==> config.mk <==
export PLATFORM = sky130hd
export DESIGN_NAME = instruction_fetch_queue
export DESIGN_NICKNAME = d
export VERILOG_FILES = /design/src/rtl/pipeline_pkg.sv /design/src/rtl/fetch_fifo.sv /design/src/rtl/instruction_fetch_queue.sv
export SDC_FILE = /design/constraint.sdc
export NUM_CORES = 1
export LEC_CHECK = 0
export CORE_MARGIN = 8
export CORE_UTILIZATION = 45
export DETAILED_ROUTE_END_ITERATION = 6
export HOLD_SLACK_MARGIN = 0.08
export PLACE_DENSITY = 0.81
export SYNTH_ARGS = -nofsm -noshare
export SYNTH_HDL_FRONTEND = slang
export SYNTH_SLANG_ARGS = --single-unit
==> constraint.sdc <==
create_clock -name Clk -period 3.9 [get_ports Clk]
set_input_delay 0.78 -clock Clk [delete_from_list [all_inputs] [get_ports Clk]]
set_output_delay 0.78 -clock Clk [all_outputs]
set_load 0.005 [all_outputs]
==> src/rtl/pipeline_pkg.sv <==
// Shared fetch-pipeline definitions.
// Holds the fetch FSM state type, the instruction/address widths, the default
// fetch-queue depth and a small PC helper used by the fetch stage.
package pipeline_pkg;

    localparam int INSTR_WIDTH = 32;
    localparam int ADDR_WIDTH  = 32;
    localparam int FETCH_DEPTH = 4;

    typedef enum logic [1:0] {
        IDLE = 2'd0,
        REQ  = 2'd1,
        DROP = 2'd2
    } fetch_state_t;

    // Sequential PC of the next instruction; wraps modulo 2^32.
    function automatic logic [ADDR_WIDTH-1:0] pc_plus4(input logic [ADDR_WIDTH-1:0] pc);
        return pc + ADDR_WIDTH'(4);
    endfunction

endpackage

==> src/rtl/fetch_fifo.sv <==
// Circular buffer of fetched {pc, instr} entries.
// Ports:
//   clk, rst_n           - clock, asynchronous active-low reset
//   clear                - drop all entries at the next edge (has priority)
//   push, push_pc/instr  - write one entry at the tail
//   pop                  - retire the head entry (ignored when empty)
//   head_pc, head_instr  - head entry contents
//   count, full, empty   - occupancy
module fetch_fifo
    import pipeline_pkg::*;
#(
    parameter int DEPTH = FETCH_DEPTH
) (
    input  logic                         clk,
    input  logic                         rst_n,
    input  logic                         clear,
    input  logic                         push,
    input  logic [ADDR_WIDTH-1:0]        push_pc,
    input  logic [INSTR_WIDTH-1:0]       push_instr,
    input  logic                         pop,
    output logic [ADDR_WIDTH-1:0]        head_pc,
    output logic [INSTR_WIDTH-1:0]       head_instr,
    output logic [$clog2(DEPTH):0]       count,
    output logic                         full,
    output logic                         empty
);

    localparam int PW = $clog2(DEPTH);
    localparam logic [PW:0] DEPTH_C = (PW+1)'(DEPTH);

    logic [ADDR_WIDTH+INSTR_WIDTH-1:0] mem [DEPTH];
    logic [PW-1:0] wr_ptr;
    logic [PW-1:0] rd_ptr;
    logic          push_ok;
    logic          pop_ok;

    assign full    = (count == DEPTH_C);
    assign empty   = (count == '0);
    assign push_ok = push & ~full;
    assign pop_ok  = pop & ~empty;

    // DEPTH is a power of two, so the pointers wrap by natural overflow.
    always_ff @(posedge clk or negedge rst_n) begin
        if (!rst_n) begin
            wr_ptr <= '0;
            rd_ptr <= '0;
            count  <= '0;
        end else if (clear) begin
            wr_ptr <= '0;
            rd_ptr <= '0;
            count  <= '0;
        end else begin
            if (push_ok) wr_ptr <= wr_ptr + PW'(1);
            if (pop_ok)  rd_ptr <= rd_ptr + PW'(1);
            case ({push_ok, pop_ok})
                2'b10:   count <= count + (PW+1)'(1);
                2'b01:   count <= count - (PW+1)'(1);
                default: count <= count;
            endcase
        end
    end

    // Entry storage carries no reset; occupancy alone says what is valid.
    always_ff @(posedge clk) begin
        if (push_ok && !clear) mem[wr_ptr] <= {push_pc, push_instr};
    end

    assign {head_pc, head_instr} = mem[rd_ptr];

endmodule

==> src/rtl/instruction_fetch_queue.sv <==
// Instruction fetch stage with a small queue of fetched instructions.
// Issues one request at a time to instruction memory, pushes each accepted
// {pc, instr} into a fetch_fifo and presents the head entry to decode.
// A Flush discards queued entries; a request already in flight is completed
// on the memory side and its data thrown away (DROP state).
// Ports:
//   Clk, Reset (async, active-low)
//   currAddress            - PC from Program_Counter
//   Flush                  - redirect, discards fetched and in-flight work
//   PCWre_from_Fetch_Unit  - PC advance pulse, one per accepted fetch
//   IMem_Req/Addr/Ack/RData- instruction memory request/ack channel
//   ID_Stall               - decode refuses head entry
//   IF_Valid/Instruction/PC/PCadd4 - head entry towards decode
module instruction_fetch_queue
    import pipeline_pkg::*;
#(
    parameter int DEPTH = FETCH_DEPTH
) (
    input  logic        Clk,
    input  logic        Reset,
    input  logic [31:0] currAddress,
    input  logic        Flush,
    output logic        PCWre_from_Fetch_Unit,
    output logic        IMem_Req,
    output logic [31:0] IMem_Addr,
    input  logic        IMem_Ack,
    input  logic [31:0] IMem_RData,
    input  logic        ID_Stall,
    output logic        IF_Valid,
    output logic [31:0] IF_Instruction,
    output logic [31:0] IF_PC,
    output logic [31:0] IF_PCadd4
);

    fetch_state_t           state;
    fetch_state_t           state_next;
    logic                   issue;
    logic                   push;
    logic                   pop;
    logic [$clog2(DEPTH):0] fifo_count;
    logic                   fifo_full;
    logic                   fifo_empty;

    always_ff @(posedge Clk or negedge Reset) begin
        if (!Reset) state <= IDLE;
        else        state <= state_next;
    end

    // Address is captured once at issue and held for the whole request.
    always_ff @(posedge Clk or negedge Reset) begin
        if (!Reset)     IMem_Addr <= '0;
        else if (issue) IMem_Addr <= currAddress;
    end

    always_comb begin
        state_next = state;
        issue      = 1'b0;
        case (state)
            IDLE: begin
                // Only one request outstanding and only into a free slot,
                // so the queue can never overflow.
                if (!fifo_full && !Flush) begin
                    issue      = 1'b1;
                    state_next = REQ;
                end
            end
            REQ: begin
                if (IMem_Ack)   state_next = IDLE;
                else if (Flush) state_next = DROP;
            end
            DROP: begin
                if (IMem_Ack) state_next = IDLE;
            end
            default: state_next = IDLE;
        endcase
    end

    // Request stays up through DROP so memory sees the transaction complete.
    assign IMem_Req              = (state != IDLE);
    assign PCWre_from_Fetch_Unit = (state == REQ) & IMem_Ack & ~Flush;
    assign push                  = PCWre_from_Fetch_Unit;
    assign pop                   = ~fifo_empty & ~ID_Stall & ~Flush;
    assign IF_Valid              = (fifo_count != '0);
    assign IF_PCadd4             = pc_plus4(IF_PC);

    fetch_fifo #(
        .DEPTH (DEPTH)
    ) u_fifo (
        .clk        (Clk),
        .rst_n      (Reset),
        .clear      (Flush),
        .push       (push),
        .push_pc    (IMem_Addr),
        .push_instr (IMem_RData),
        .pop        (pop),
        .head_pc    (IF_PC),
        .head_instr (IF_Instruction),
        .count      (fifo_count),
        .full       (fifo_full),
        .empty      (fifo_empty)
    );

endmodule

==> results by group <==
Outcome
  • Status: finished clean

Logic synthesis
  • Main synth FF type: edfxtp_1
  • Netlist Area Pre-Place: between 10000 and 15000 sq um
  • Register area share after synthesis: between 70% and 80%
  • Post-synth EDFFs: between 200 and 300
  • Post-synth ARST share: 13.8%
  • FF+latch count, synth: about 300
  • Syn Nets: roughly 620
  • Ys Warns: 0
  • Syn Area/Cell: 21.3 sq um
  • Cell variety after synth: 43
  • Syn Inst Count: between 500 and 600

Placement
  • Port Buffers: 199
  • DP Area: ~14000 sq um
  • Final HPWL DP: 16200 um
  • Final Wtd Congestion: slightly below 0.8

STA
  • Fin Clk Skew: between 0.01 and 0.015 ns
  • Final Max Slew Viols: 0
  • Slew of the pin with the lowest slew margin: 1.04 ns
  • Fin crit share: between 90 and 100%
  • Period minus WS final: around 4 ns
  • Max Clk Rate: between 200 and 300 MHz
  • Min Hold Slack: 0.430 ns
  • Rel. slew slack: 30.6%
  • RSZ-0062 raised after global routing: yes
  • Count of final hold-check violations: 0
  • Final setup viols: 0

Clock network
  • CTS sink count: about 300
  • Root buffer cell: clkbuf_16
  • Clock-pin slew on the worst setup and hold paths: roughly 0.060 ns
  • TritonCTS Buffers: 29
  • CTS tree: done
  • Later-pin clock latency in the skew report: roughly 0.53 ns
  • H-Tree Level Count: 1
  • Bufs on Longest Clock Path: 3
  • Hold buffer count at CTS: 0

Cells and area
  • Fin nets: 866
  • Area grow syn2layout: 32.0%
  • Design area: roughly 15000 sq um
  • Share of layout cells above drive strength 1: between 20% and 30%
  • Ant. Diodes: 0

Power and ir drop
  • Leakage power: roughly 5.2 nW
  • Tot Pwr: 9.90 mW
  • Peak VDD IR: between 0.4 and 0.5 mV
  • P per Cell Area: 646 nW/um^2

Global route
  • First-pass GRT wire length: 37800 um
  • Vias in the first global route: ~6500
  • Overall routing resource usage: 15.5%
  • Gr ovfl total: 0
  • Initial antenna violation count: 0
  • Largest net degree at the start of global routing: 42

Min path
  • Worst hold-check path type: in2async

Drt
  • Metal3 WL: 1660 um
  • Total length of routed met2 wires: between 10000 and 15000 um
  • Routed len/inst: about 21 um
  • Final WL: roughly 25000 um
  • Drt pass-1 iters: 4
  • DR iter-0 viols: approximately 370
  • Top Layer Used: met4
  • Wl on met1: 10100 um
  • Final ANT Viol Nets: 0
  • # DRC: 0
  • Vias: roughly 6100
  • Via/cell ratio: roughly 5.4

Floorplan
  • Core ar.: around 25000 sq um
  • Boundary Pins: 200
  • # rows: 58
  • Die area: approximately 31000 sq um
  • Die Ht: around 180 um
  • Die width: between 150 and 200 um
  • Initial core utilization: between 40% and 50%

Flow run
  • Maxcap violations: 0

Worst setup path
  • Worst Reg2Reg Path Length in Cells: 7
  • Required time worst endpoint: 3.12 ns
  • Critical Path AT: 3.11 ns
  • Crit start category: flip-flop
  • Critical path fanouts, max: 8
  • WS Path Type: reg2out
  • R2r setup slk: 1.43 ns
  • Reg-to-reg startpoint: state[1]
  • Worst reg2reg endpoint: u_fifo.count[2]
  • Element type at the critical path end: output pin
==> how the worst max path moves through the flow <==
stage | startpoint | to | slack (ns) | cells after the start
2_1_floorplan | IMem_Ack | u_fifo.mem[0][0] | 0.33 | 4
3_5_place_dp | u_fifo.rd_ptr[0] | IF_PCadd4[30] | 0.23 | 7
3_3_place_gp | u_fifo.rd_ptr[0] | IF_PCadd4[28] | 0.29 | 7
5_1_grt | u_fifo.rd_ptr[0] | IF_PCadd4[19] | -0.09 | 7
4_1_cts | u_fifo.rd_ptr[0] | IF_PCadd4[31] | -0.01 | 7
6_report | u_fifo.rd_ptr[0] | IF_PCadd4[19] | 0.007 | 7
==> per-layer routing <==
layer	GRT usage [%]	vias to the layer above
li1	-	2708
met1	19.7	3187
met2	26.8	193
met3	3.27	34
met4	3.57	0
met5	0	-
==> layout make-up <==
cell class	instances	area, sq um
clock buffers	40	807
clock inverters	14	116
fillers	1809	9930
inverters	5	18.8
multi-input cells	220	2830
flip-flops and latches	297	8720
well taps	330	413
repair buffers	238	2410
==> state kept, by name (all words and copies together) (netlist names) <==
register,count
u_fifo.mem,256
IMem_Addr,32
u_fifo.count,3
state,2
u_fifo.rd_ptr,2
u_fifo.wr_ptr,2
==> where the power goes <==
part           switching (mW)  total [mW]  internal, mW
logic                    1.12        2.94          1.82
registers               0.349        4.31          3.96
clock network            1.14        2.66          1.52
==> kinds of logic (layout without fill, tap and decap cells) <==
kind of cell	Yosys count	after routing	synth area share (%)
muxes	97	97	15.7
and+or+nand+nor	76	76	4.28
xor gates and xnor gates	33	33	2.49
adders and majority gates	6	6	0.712
DFF	297	297	75.1
buffers and inverters	27	297	1.27
AOI/OAI and AO/OA	8	8	0.485
==> critical path: stages, from the launching register on <==
cell	delay (ns)
dfrtp_4	0.57
buf_12	0.18
mux4_2	0.41
and4_4	0.28
and4_4	0.30
nand3_1	0.15
xnor2_2	0.17
clkdlybuf4s50_1	0.53
==> cell usage after synthesis (2+ instances only) <==
master      n  area [sq um]
nor3_1      2          10.0
a211oi_1    2          15.0
edfxtp_1  256          7690
and2_1      8          50.1
nor2_1     16          60.1
xor2_1     10          87.6
xnor2_1    23           201
nor4_1      2          12.5
buf_4       2          15.0
and3_1      2          12.5
mux2_2     33           372
nor3b_2     4          50.1
mux4_2     62          1400
dfrtp_1    41          1030
nand2_1    11          41.3
and4_1      5          43.8
a21oi_1     2          10.0
ha_1        5          62.6
nand3b_1    2          15.0
nand4_4     2          42.5
clkbuf_1    6          22.5
nand4_1     3          18.8
mux4_1      2          52.6
buf_2       9          45.0
inv_1       5          18.8
buf_1       2          7.51
nand3_1    11          55.1
==> placed cells by master, fill, tap and decap left out, drive strengths merged, types with 12 or more instances in the layout <==
master	instances
nand3	12
mux4	64
buf	40
edfxtp	256
nor2	16
xnor2	23
dfrtp	41
mux2	33
clkbuf	40
clkdlybuf4s50	186
==> repair_timing <==
item	CTS	global route
resized for setup	38	12
gates cloned	0	0
pin swaps	1	3
endpoints found under the setup margin	19	8
buffers inserted	20	3
==> stage by stage <==
step	util [%]	TNS [ns]	worst slack, ns	cells
global route	60.7	-0.176	-0.0937	1144
global placement	55.8	0	0.291	1067
detailed placement	55.8	0	0.230	1067
finish	60.7	0	0.00715	1144
CTS	60.4	-0.0105	-0.0105	1141
floorplan	-	0	0.329	544
Power figures use the tool's default switching activity.
